[src/rtl/idli_sqi_ctl_m.sv]
// SQI memory controller: arbitrates instruction fetch and data load/store
// onto two nibble-wide SQI memories sharing one chip select.
//
// Ports:
//   i_sqi_gck, i_sqi_rst          clock, synchronous active-high reset
//   i_fetch_* / o_fetch_*         fetch read port (req/addr, ack, rvalid/rdata)
//   i_data_* / o_data_*           load/store port (req/wr/addr/wdata, ack, rvalid/rdata)
//   o_sqi_cs, o_sqi_oe            shared chip select (active low), SIO drive enable
//   o_sqi_sio, i_sqi_sio          SIO nibbles, [1] = high-nibble memory, [0] = low
//   o_busy                        high whenever a transaction is in flight
module idli_sqi_ctl_m #(
    parameter int unsigned DUMMY_CYC = 2
) (
    input  logic            i_sqi_gck,
    input  logic            i_sqi_rst,
    input  logic            i_fetch_req,
    input  logic [15:0]     i_fetch_addr,
    output logic            o_fetch_ack,
    output logic            o_fetch_rvalid,
    output logic [15:0]     o_fetch_rdata,
    input  logic            i_data_req,
    input  logic            i_data_wr,
    input  logic [15:0]     i_data_addr,
    input  logic [15:0]     i_data_wdata,
    output logic            o_data_ack,
    output logic            o_data_rvalid,
    output logic [15:0]     o_data_rdata,
    output logic            o_sqi_cs,
    output logic            o_sqi_oe,
    output logic [1:0][3:0] o_sqi_sio,
    input  logic [1:0][3:0] i_sqi_sio,
    output logic            o_busy
);

    typedef enum logic [2:0] {
        ST_IDLE, ST_CMD, ST_ADDR, ST_DUMMY, ST_DATA, ST_DESEL
    } state_e;

    localparam logic [2:0] DUMMY_LAST = 3'(DUMMY_CYC - 1);

    state_e         state_q, state_d;
    logic [2:0]     cnt_q, cnt_d;
    logic           f_ack_q, d_ack_q;
    logic           f_rv_q, d_rv_q;
    logic [15:0]    f_rd_q, d_rd_q;
    logic           cs_q, cs_d;
    logic           oe_q, oe_d;
    logic [1:0][3:0] sio_q, sio_d;
    logic           busy_q;
    logic           last_data_q;
    logic           port_q;
    logic           wr_q;
    logic [15:0]    addr_q;
    logic [15:0]    wdata_q;
    logic [7:0]     hi_q;

    logic           sample;
    logic           gnt_data, gnt_fetch;
    logic           cap_hi, fin_rd;
    logic [23:0]    byte_addr;
    logic [2:0]     nib_idx;
    logic [3:0]     nib;

    // The ack cycle is an IDLE cycle; the cycle after it enters CMD.
    // Requests are also sampled at the end of DESEL so the next grant
    // can land in the first IDLE cycle.
    always_comb begin
        state_d = state_q;
        cnt_d   = cnt_q + 3'd1;
        sample  = 1'b0;
        unique case (state_q)
            ST_IDLE: begin
                cnt_d  = 3'd0;
                sample = !(f_ack_q || d_ack_q);
                if (f_ack_q || d_ack_q) state_d = ST_CMD;
            end
            ST_CMD: if (cnt_q == 3'd1) begin
                state_d = ST_ADDR;
                cnt_d   = 3'd0;
            end
            ST_ADDR: if (cnt_q == 3'd5) begin
                state_d = wr_q ? ST_DATA : ST_DUMMY;
                cnt_d   = 3'd0;
            end
            ST_DUMMY: if (cnt_q == DUMMY_LAST) begin
                state_d = ST_DATA;
                cnt_d   = 3'd0;
            end
            ST_DATA: if (cnt_q == 3'd1) begin
                state_d = ST_DESEL;
                cnt_d   = 3'd0;
            end
            ST_DESEL: begin
                state_d = ST_IDLE;
                cnt_d   = 3'd0;
                sample  = 1'b1;
            end
            default: begin
                state_d = ST_IDLE;
                cnt_d   = 3'd0;
            end
        endcase
    end

    // Round-robin: on a tie the port not granted last wins.
    assign gnt_data  = sample && i_data_req && (!i_fetch_req || !last_data_q);
    assign gnt_fetch = sample && i_fetch_req && !gnt_data;

    assign cap_hi = (state_q == ST_DATA) && !wr_q && (cnt_q == 3'd0);
    assign fin_rd = (state_q == ST_DATA) && !wr_q && (cnt_q == 3'd1);

    assign byte_addr = {7'b0, addr_q, 1'b0};
    assign nib_idx   = 3'd5 - cnt_d;
    assign nib       = byte_addr[{nib_idx, 2'b00} +: 4];

    // Pin values for the cycle being entered, registered below.
    always_comb begin
        cs_d  = 1'b1;
        oe_d  = 1'b0;
        sio_d = '0;
        unique case (state_d)
            ST_CMD: begin
                cs_d = 1'b0;
                oe_d = 1'b1;
                if (cnt_d == 3'd1) sio_d = {2{wr_q ? 4'h2 : 4'h3}};
            end
            ST_ADDR: begin
                cs_d  = 1'b0;
                oe_d  = 1'b1;
                sio_d = {nib, nib};
            end
            ST_DUMMY: cs_d = 1'b0;
            ST_DATA: begin
                cs_d = 1'b0;
                if (wr_q) begin
                    oe_d  = 1'b1;
                    sio_d = (cnt_d == 3'd0) ? wdata_q[15:8] : wdata_q[7:0];
                end
            end
            default: cs_d = 1'b1;
        endcase
    end

    always_ff @(posedge i_sqi_gck) begin
        if (i_sqi_rst) begin
            state_q     <= ST_IDLE;
            cnt_q       <= 3'd0;
            f_ack_q     <= 1'b0;
            d_ack_q     <= 1'b0;
            f_rv_q      <= 1'b0;
            d_rv_q      <= 1'b0;
            f_rd_q      <= '0;
            d_rd_q      <= '0;
            cs_q        <= 1'b1;
            oe_q        <= 1'b0;
            sio_q       <= '0;
            busy_q      <= 1'b0;
            last_data_q <= 1'b0;
            port_q      <= 1'b0;
            wr_q        <= 1'b0;
            addr_q      <= '0;
            wdata_q     <= '0;
            hi_q        <= '0;
        end else begin
            state_q <= state_d;
            cnt_q   <= cnt_d;
            f_ack_q <= gnt_fetch;
            d_ack_q <= gnt_data;
            if (gnt_fetch || gnt_data) begin
                last_data_q <= gnt_data;
                port_q      <= gnt_data;
                wr_q        <= gnt_data && i_data_wr;
                addr_q      <= gnt_data ? i_data_addr : i_fetch_addr;
                wdata_q     <= i_data_wdata;
            end
            cs_q   <= cs_d;
            oe_q   <= oe_d;
            sio_q  <= sio_d;
            busy_q <= (state_d != ST_IDLE);
            if (cap_hi) hi_q <= i_sqi_sio;
            f_rv_q <= fin_rd && !port_q;
            d_rv_q <= fin_rd && port_q;
            if (fin_rd && !port_q) f_rd_q <= {hi_q, i_sqi_sio};
            if (fin_rd && port_q)  d_rd_q <= {hi_q, i_sqi_sio};
        end
    end

    assign o_fetch_ack    = f_ack_q;
    assign o_fetch_rvalid = f_rv_q;
    assign o_fetch_rdata  = f_rd_q;
    assign o_data_ack     = d_ack_q;
    assign o_data_rvalid  = d_rv_q;
    assign o_data_rdata   = d_rd_q;
    assign o_sqi_cs       = cs_q;
    assign o_sqi_oe       = oe_q;
    assign o_sqi_sio      = sio_q;
    assign o_busy         = busy_q;

endmodule
[config.mk]
export PLATFORM = sky130hd
export DESIGN_NAME = idli_sqi_ctl_m
export DESIGN_NICKNAME = d
export VERILOG_FILES = /design/src/rtl/idli_sqi_ctl_m.sv
export SDC_FILE = /design/constraint.sdc
export NUM_CORES = 1
export LEC_CHECK = 0
export CAP_MARGIN = 20
export CORE_MARGIN = 10
export CORE_UTILIZATION = 25
export CTS_CLUSTER_DIAMETER = 40
export DETAILED_ROUTE_END_ITERATION = 7
export PLACE_DENSITY = 0.52
export SKIP_CTS_REPAIR_TIMING = 1
export SYNTH_ARGS = -nofsm -noshare
export SYNTH_HDL_FRONTEND = slang
export SYNTH_SLANG_ARGS = --single-unit
[constraint.sdc]
create_clock -name i_sqi_gck -period 2.1 [get_ports i_sqi_gck]
set_clock_uncertainty 0.1 [all_clocks]
set_input_delay 0.315 -clock i_sqi_gck [delete_from_list [all_inputs] [get_ports i_sqi_gck]]
set_output_delay 0.315 -clock i_sqi_gck [all_outputs]
set_load 0.02 [all_outputs]
[Word level (Yosys, flattened, before mapping)]
Index checks and enable logic that the tools add are counted.
Storage, ports and cells
  register bits after elaboration: 95
  output and inout port bits: 47
  logic and storage cells: 78
Operators by class
  add/sub/neg operators: 2
  equality and inequality tests: 12
  shift operators: 1
  multiplexer cells: 20
  reduce and logical (&&, ||, !) cells: 25
Operators with widths (number)
  3-bit 2-to-1 mux: 8
  8-bit one-hot mux with 3 select lines: 1
  24-bit by 6-bit indexed part select with 4-bit output: 1
  16-bit 2-to-1 mux: 1
  8-bit 2-to-1 mux: 2
  3-bit one-hot mux with 5 select lines: 1
  3-bit by 1-bit == test with 1-bit output (second input constant): 4
  3-bit by 2-bit == test with 1-bit output (second input constant): 4
  3-bit == test (second input constant): 4
  1-bit logical AND: 10
  3-bit logical NOT: 3
  6-bit 2-to-1 mux: 1
  3-bit one-hot mux with 2 select lines: 1
  1-bit logical NOT: 5
  1-bit one-hot mux with 2 select lines: 2
  4-bit OR reduction: 1
  3-bit by 1-bit adder with 3-bit output (second input constant): 1
  1-bit logical OR: 3
  1-bit 2-to-1 mux: 3
  3-bit nonzero test: 1
  3-bit OR reduction: 1
  3-bit subtractor (first input constant): 1
  2-bit OR reduction: 1

[Depth between registers and ports, before layout]
Gate-level depths: netlist of run 1.
  depth after elaboration: 8
  depth in mapped cells: 10

[Worst setup path after synthesis of run 1]
OpenSTA, ideal clock, no wires.
  path type: reg-to-reg
  start: reg cnt_q[0]
  end: reg sio_q, in the netlist o_sqi_sio[1]
  setup time: 0.115 ns
  arrival time: 2.066 ns
  data required time: 1.885 ns
  slack: -0.181 ns
  cell stages (with the launch flop): 10
  clock period less this slack: 2.281 ns
  cells stage by stage: dfxtp_1 > clkbuf_1 > inv_1 > ha_1 > clkinv_1 > nand2_1 > a31oi_1 > a311oi_1 > o32ai_2 > o21a_1
Between the ends
  word-level cells in the longest chain between the ends: 7
RTL lines
  start, declared: line 42  | logic [2:0] cnt_q, cnt_d;
  start signal, assigned: line 166  | cnt_q <= cnt_d;
  branches (longest 6 deep; another with 3-bit by 1-bit adder with 3-bit output)
  8-bit one-hot mux with 3 select lines *: line 121  | unique case (state_d)
  end signal, assigned: line 178  | sio_q <= sio_d;
  end, declared: line 48  | logic [1:0][3:0] sio_q, sio_d;
Mark *: on every way between the ends.
A chain may end at the register's enable or synchronous reset.

[Worst setup path after layout of run 1]
  start: reg state_q[1]
  end: reg sio_q, in the netlist o_sqi_sio[7]
Between the ends
  word-level cells in the longest chain between the ends: 7
RTL lines
  start, declared: line 41  | state_e state_q, state_d;
  start signal, assigned: line 165  | state_q <= state_d;
  branches (longest 6 deep; another with 3-bit subtractor)
  8-bit one-hot mux with 3 select lines *: line 121
Marks and branches as above.

==> impl_metrics.env, run 1 <==
export IMPL_post_drt_via_cell_ratio=4.49
export IMPL_worst_slew_margin_rel_pct=57.1
export IMPL_finalWorstPathRequiredPeriod_ns=2.12
export IMPL_intPower_mw=3.69
export IMPL_initial_utilization_pct=25.4
export IMPL_finalSetupViolations=2
export IMPL_synth_warnings=0
export IMPL_max_slew_worst_pin_slew_ns=0.643
export IMPL_p_per_area_mw_per_mm2=818
export IMPL_clock_tree_htree_level_count=3
export IMPL_hold_violations=0
export IMPL_power_leakage_nw=2.39
export IMPL_detailed_place_hpwl_um=9060
export IMPL_switching_power_mw=1.52
export IMPL_portBuffers=107
export IMPL_dieArea_mm2=0.0224
export IMPL_place_congestion=0.836
export IMPL_layout_drive_gt1_share_pct=20.5
export IMPL_number_of_max_capacitance_violations_reported=0
export IMPL_netSwitchingFraction_pct=29.2
export IMPL_failing_checks="setup timing"
export IMPL_p_comb_share_pct=27.1
export IMPL_synthesis_nets=525
export IMPL_drt_wl_total_um=12500
export IMPL_min_from="o_fetch_rdata[4]"
export IMPL_synth_largest_type_area_fraction_pct=45.3
export IMPL_post_synth_main_area_contributors="dfxtp_1, mux2i_1, nand2_1, a21oi_1, nor2_1"
export IMPL_clkSlewWorstSetupHoldPaths_ns=0.07
export IMPL_worst_hold_path_num_cells=2
export IMPL_synth_ff_latch_count=95
export IMPL_antenna_found_initial=0
export IMPL_detailroute_via_count=3665
export IMPL_max_clock_freq_mhz=473
export IMPL_clk_insertion_delay_late_ns=0.35
export IMPL_gr_usage_all_layers_pct=10.5
export IMPL_crit_fanout=9
export IMPL_cts_made_buffers=9
export IMPL_antenna_diode_count=0
export IMPL_status="complete, but fails checks"
export IMPL_rsz_0062_raised_after_global_routing="true"
export IMPL_r2r_end="o_sqi_sio[7]"
export IMPL_final_max_slew_violation_count=0
export IMPL_avgRoutedWirePerCell_um=15.3
export IMPL_io_pins=108
export IMPL_timing_critical_path_from_type="flip-flop"
export IMPL_holdWs_ns=0.357
export IMPL_final_cell_mix="clkdlybuf4s50_1, dfxtp_1, nand2_1, nor2_1, a21oi_1"
export IMPL_clkPwrFrac_pct=33.3
export IMPL_netlist_cell_type_count=63
export IMPL_placement_rows=47
export IMPL_critical_path_endpoint_type="flip-flop"
export IMPL_layout_cell_area_non_filler_mm2=0.00637
export IMPL_detailed_place_area_mm2=0.00570
export IMPL_vias_in_the_first_global_route=3672
export IMPL_design_final_nets=655
export IMPL_final_common_cell="clkdlybuf4s50_1"
export IMPL_timing_critical_path_slowest_stage_cell="dfxtp_4"
export IMPL_netlist_area_mm2=0.00420
export IMPL_core_area_mm2=0.0165
export IMPL_remaining_drc_errors=0
export IMPL_drtAntennaViolNets=0
export IMPL_setup_reg_to_reg_worst_slack_ns=-0.02
export IMPL_post_route_period_util_pct=101
export IMPL_asyncSetResetFlopFracSynth_pct=0
export IMPL_synthesis_area_per_instance_um2=9.11
export IMPL_synthCells=461
export IMPL_critPathArrivalTime_ns=2.32
export IMPL_final_setup_worst_slack_ns=-0.0158
export IMPL_clk_path_buf_depth=2
export IMPL_sequential_share_of_power_pct=39.6
export IMPL_first_pass_grt_wire_length_um=18800
export IMPL_cp_cell_instances="buf_4 -> nor3_2 -> a2111oi_4 -> a311oi_4 -> buf_12 -> nand3_4 -> a211oi_4 -> o21a_1"
export IMPL_fin_tns_setup_ns=-0.0182
export IMPL_timing_critical_path_required_ns=2.30
export IMPL_critPathKind="flip-flop to flip-flop"
export IMPL_worstReg2RegStart="state_q[1]"
export IMPL_ir_drop_uv=440
export IMPL_hold_class="flip-flop to flip-flop"
export IMPL_count_of_cells_along_the_worst_register_to_register_path=8
export IMPL_area_growth_synth_to_final_pct=51.8
export IMPL_synth_enable_flop_cells=0
export IMPL_gr_total_overflow=0
export IMPL_tritoncts_clock_tree="yes"
export IMPL_maximum_number_of_pins_on_one_net_before_global_route_repair=45
export IMPL_detailedRoute_firstPassIterationCount=5
export IMPL_detailedRoute_firstIterationViolations=179
export IMPL_die_x_um=150
export IMPL_clock_tree_root_cell="clkbuf_16"
export IMPL_seq_area_frac_synth_pct=45.3
export IMPL_die_h_um=150
export IMPL_numClockSinks=95
export IMPL_synthDominantAreaCellType="dfxtp_1"
export IMPL_critPathMaxStageDelay_ns=0.38
export IMPL_hold_path_endpoint="o_fetch_rdata[4]"
export IMPL_ys_flop_type="dfxtp_1"
[cells by family after synthesis]
family | count (synthesis) | synth area share (%)
and+or+nand+nor | 164 | 18.1
AOI/OAI and AO/OA | 111 | 19.0
DFF | 95 | 45.3
muxes | 45 | 10.8
buffers and inverters | 39 | 4.95
xor gates and xnor gates | 4 | 1.01
adders and majority gates | 3 | 0.894
[critical path: cells and delay by family (launching register included)]
family | cells | cell delay (ns)
flops | 1 | 0.38
compound gates | 4 | 0.87
buf+inv | 2 | 0.33
simple gates | 2 | 0.38
[sequential cells by signal (all words and copies together) (netlist names), 3 cells and up]
register / cells
o_sqi_sio: 8
hi_q: 8
o_data_rdata: 16
cnt_q: 3
state_q: 3
wdata_q: 16
addr_q: 16
o_fetch_rdata: 16
[how the worst max path moves through the flow]
| stage | from | endpoint | cells past startpoint |
|---|---|---|---|
| after CTS | cnt_q[0] | o_sqi_sio[6] | 9 |
| after detailed placement | cnt_q[0] | o_sqi_sio[6] | 9 |
| after global placement | cnt_q[0] | o_sqi_sio[2] | 9 |
| after floorplan | cnt_q[1] | o_sqi_sio[1] | 9 |
| after global routing | cnt_q[1] | o_sqi_sio[7] | 9 |
| final | state_q[1] | o_sqi_sio[7] | 8 |
[cells in the mapped netlist (all sizes together) (2+ instances only)]
master / count
clkbuf: 16
ha: 3
buf: 16
o21a: 10
a311oi: 2
inv: 6
nand3b: 3
o21ai: 13
nand2: 71
a21oi: 47
dfxtp: 95
nor3: 8
a211oi: 20
nor4: 3
a2111oi: 2
mux2: 2
a31oi: 6
and3: 2
xnor2: 4
nand3: 12
mux2i: 43
nor2: 52
nand2b: 3
[layout make-up]
type	count	area, um^2
inverter	7	31.3
sequential	95	1910
timing repair buffer	151	1520
clock inverter	6	85.1
tap	220	275
multi-input combinational	327	2320
clock buffer	10	229
fill	1606	10200
[routing by layer]
metal  track usage (%)  part of all wire, %  wire (um)
met1              13.1                   46       5810
met2              16.1                   45       5670
met3              4.35                  7.3        913
met4              3.19                 0.78         98
met5                 0                    0          0
[power by group through the flow]
stage	Combinational (mW)	Clock (mW)	Sequential, mW
floorplan	0.759	0	2.08
global placement	1.18	0	2.09
detailed placement	1.19	0	2.09
CTS	1.20	1.77	2.05
global route	1.53	1.84	2.08
finish	1.41	1.73	2.06
[through the flow]
step / setup WS (ns) / power, mW / instances / utilization (%)
finish: -0.0158 / 5.21 / 816 / 38.6
global route: -0.110 / 5.46 / 816 / 38.6
CTS: -0.0937 / 5.02 / 807 / 36.4
detailed placement: -0.0755 / 3.28 / 791 / 34.5
global placement: -0.0353 / 3.27 / 791 / 34.5
floorplan: 0.0585 / 2.84 / 461 / -
(Power assumes the default switching activity.)
==> run 2: changes to the inputs <==
--- a/config.mk
+++ b/config.mk
@@ -9,6 +9,7 @@
 export CORE_MARGIN = 10
 export CORE_UTILIZATION = 25
 export CTS_CLUSTER_DIAMETER = 40
+export CTS_CLUSTER_SIZE = 8
 export DETAILED_ROUTE_END_ITERATION = 7
 export PLACE_DENSITY = 0.52
 export SKIP_CTS_REPAIR_TIMING = 1
==> results of run 2 <==
No change in the layout: final DEF, timing and power equal those of run 1.
==> run 3: changes to the inputs <==
--- a/config.mk
+++ b/config.mk
@@ -12,6 +12,7 @@
 export CTS_CLUSTER_SIZE = 8
 export DETAILED_ROUTE_END_ITERATION = 7
 export PLACE_DENSITY = 0.52
+export SETUP_SLACK_MARGIN = 0.15
 export SKIP_CTS_REPAIR_TIMING = 1
 export SYNTH_ARGS = -nofsm -noshare
 export SYNTH_HDL_FRONTEND = slang
==> impl_metrics.env, run 3 (synthesis results as in run 1) <==
export IMPL_n_fill_cell=1616
export IMPL_post_drt_via_cell_ratio=4.55
export IMPL_power_leakage_nw=2.32
export IMPL_worst_slew_margin_rel_pct=56.1
export IMPL_clock_tree_root_cell="clkbuf_16"
export IMPL_timing_critical_path_from_type="flip-flop"
export IMPL_gr_total_overflow=0
export IMPL_hold_violations=0
export IMPL_antenna_found_initial=0
export IMPL_portBuffers=107
export IMPL_cts_made_buffers=9
export IMPL_detailedRoute_firstIterationViolations=150
export IMPL_count_of_cells_along_the_worst_register_to_register_path=8
export IMPL_placement_rows=47
export IMPL_number_of_max_capacitance_violations_reported=0
export IMPL_final_max_slew_violation_count=0
export IMPL_critPathKind="flip-flop to flip-flop"
export IMPL_netSwitchingFraction_pct=29.0
export IMPL_layout_area_seq_mm2=0.00191
export IMPL_rsz_0062_raised_after_global_routing="true"
export IMPL_detailroute_via_count=3668
export IMPL_drt_wl_total_um=12800
export IMPL_intPower_mw=3.68
export IMPL_detailed_place_area_mm2=0.00563
export IMPL_die_x_um=150
export IMPL_avgRoutedWirePerCell_um=15.9
export IMPL_switching_power_mw=1.50
export IMPL_status="finished, final reports clean"
export IMPL_sequential_share_of_power_pct=39.9
export IMPL_clock_tree_htree_level_count=3
export IMPL_fin_tns_setup_ns=0
export IMPL_area_growth_synth_to_final_pct=49.1
export IMPL_max_slew_worst_pin_slew_ns=0.658
export IMPL_detailedRoute_firstPassIterationCount=4
export IMPL_vias_in_the_first_global_route=3758
export IMPL_worst_setup_slack_before_clock_tree_synthesis_ns=-0.00932
export IMPL_first_pass_grt_wire_length_um=19500
export IMPL_final_setup_worst_slack_ns=0.0494
export IMPL_layout_drive_gt1_share_pct=20.8
export IMPL_detailed_place_hpwl_um=9230
export IMPL_p_comb_share_pct=27.2
export IMPL_core_area_mm2=0.0165
export IMPL_critical_path_endpoint_type="flip-flop"
export IMPL_numClockSinks=95
export IMPL_layout_cell_area_non_filler_mm2=0.00626
export IMPL_clk_insertion_delay_late_ns=0.35
export IMPL_remaining_drc_errors=0
export IMPL_gr_usage_all_layers_pct=10.9
export IMPL_p_per_area_mw_per_mm2=827
export IMPL_crit_fanout=8
export IMPL_design_final_nets=646
export IMPL_initial_utilization_pct=25.4
export IMPL_max_clock_freq_mhz=488
export IMPL_timing_critical_path_required_ns=2.29
export IMPL_clk_path_buf_depth=2
export IMPL_post_route_period_util_pct=97.6
export IMPL_clkPwrFrac_pct=33.0
export IMPL_drtAntennaViolNets=0
export IMPL_finalWorstPathRequiredPeriod_ns=2.05
export IMPL_place_congestion=0.840
export IMPL_final_common_cell="clkdlybuf4s50_1"
export IMPL_finalSetupViolations=0
export IMPL_io_pins=108
export IMPL_clkSlewWorstSetupHoldPaths_ns=0.06
export IMPL_die_h_um=150
export IMPL_critPathArrivalTime_ns=2.24
export IMPL_tritoncts_clock_tree="yes"
export IMPL_ir_drop_uv=439
export IMPL_antenna_diode_count=0
export IMPL_dieArea_mm2=0.0224
export IMPL_worst_hold_path_num_cells=2
export IMPL_maximum_number_of_pins_on_one_net_before_global_route_repair=49
export IMPL_multiInputGateArea_mm2=0.00231
export IMPL_final_cell_mix="clkdlybuf4s50_1, dfxtp_1, nand2_1, nor2_1, a21oi_1"
export IMPL_hold_class="flip-flop to flip-flop"
run 3: cell types whose count changed in the layout (fill, tap and decap cells not counted), moves of 3 or more:
cell	delta
mux2i_1	-12
mux2i_2	+11
buf_12	-4
buf_4	-4
buf_6	-3
run 3: path summary, 6_finish.rpt:
kind                                       start                to  slack [ns]
worst max-delay path                    cnt_q[1]      o_sqi_sio[7]        0.05
worst min-delay path            o_fetch_rdata[3]  o_fetch_rdata[3]        0.36
worst max register to register          cnt_q[1]      o_sqi_sio[7]        0.05
worst min register to register  o_fetch_rdata[3]  o_fetch_rdata[3]        0.36
run 3: power by group through the flow:
stage / logic [mW] / registers, mW / clock network, mW
CTS: 1.19 / 2.06 / 1.75
detailed placement: 1.18 / 2.10 / 0
finish: 1.41 / 2.06 / 1.71
floorplan: 0.778 / 2.09 / 0
global route: 1.52 / 2.08 / 1.81
global placement: 1.16 / 2.10 / 0
run 3: critical path, cell delays in order (launching register included):
cell	delay [ns]
dfxtp_2	0.33
inv_2	0.06
ha_4	0.19
nand3b_1	0.14
a2111oi_4	0.10
a311oi_4	0.46
nand3_2	0.19
a211oi_2	0.28
o21a_1	0.15
run 3: per-stage QoR:
stage | instances | util [%] | total power [mW] | hold WS (ns)
finish | 806 | 37.9 | 5.18 | 0.357
global placement | 781 | 34.0 | 3.26 | 0.348
detailed placement | 781 | 34.0 | 3.28 | 0.349
global route | 806 | 37.9 | 5.42 | 0.384
CTS | 796 | 35.9 | 4.99 | 0.360
floorplan | 461 | - | 2.86 | 0.333
run 3: layer usage:
layer	wire length [um]	vias up	global-route usage [%]
met5	0	-	0
met4	200	0	3.97
met3	897	13	4.14
met2	5880	106	17.1
met1	5820	1702	13.4
li1	-	1847	-
run 3: final cells by class:
cell class | count | share of cell area [%]
Clock buffer | 12 | 3.78
Tap cell | 220 | 4.40
Sequential cell | 95 | 30.6
Multi-Input combinational cell | 327 | 36.9
Inverter | 7 | 0.460
Clock inverter | 3 | 1.10
Timing Repair Buffer | 142 | 22.8
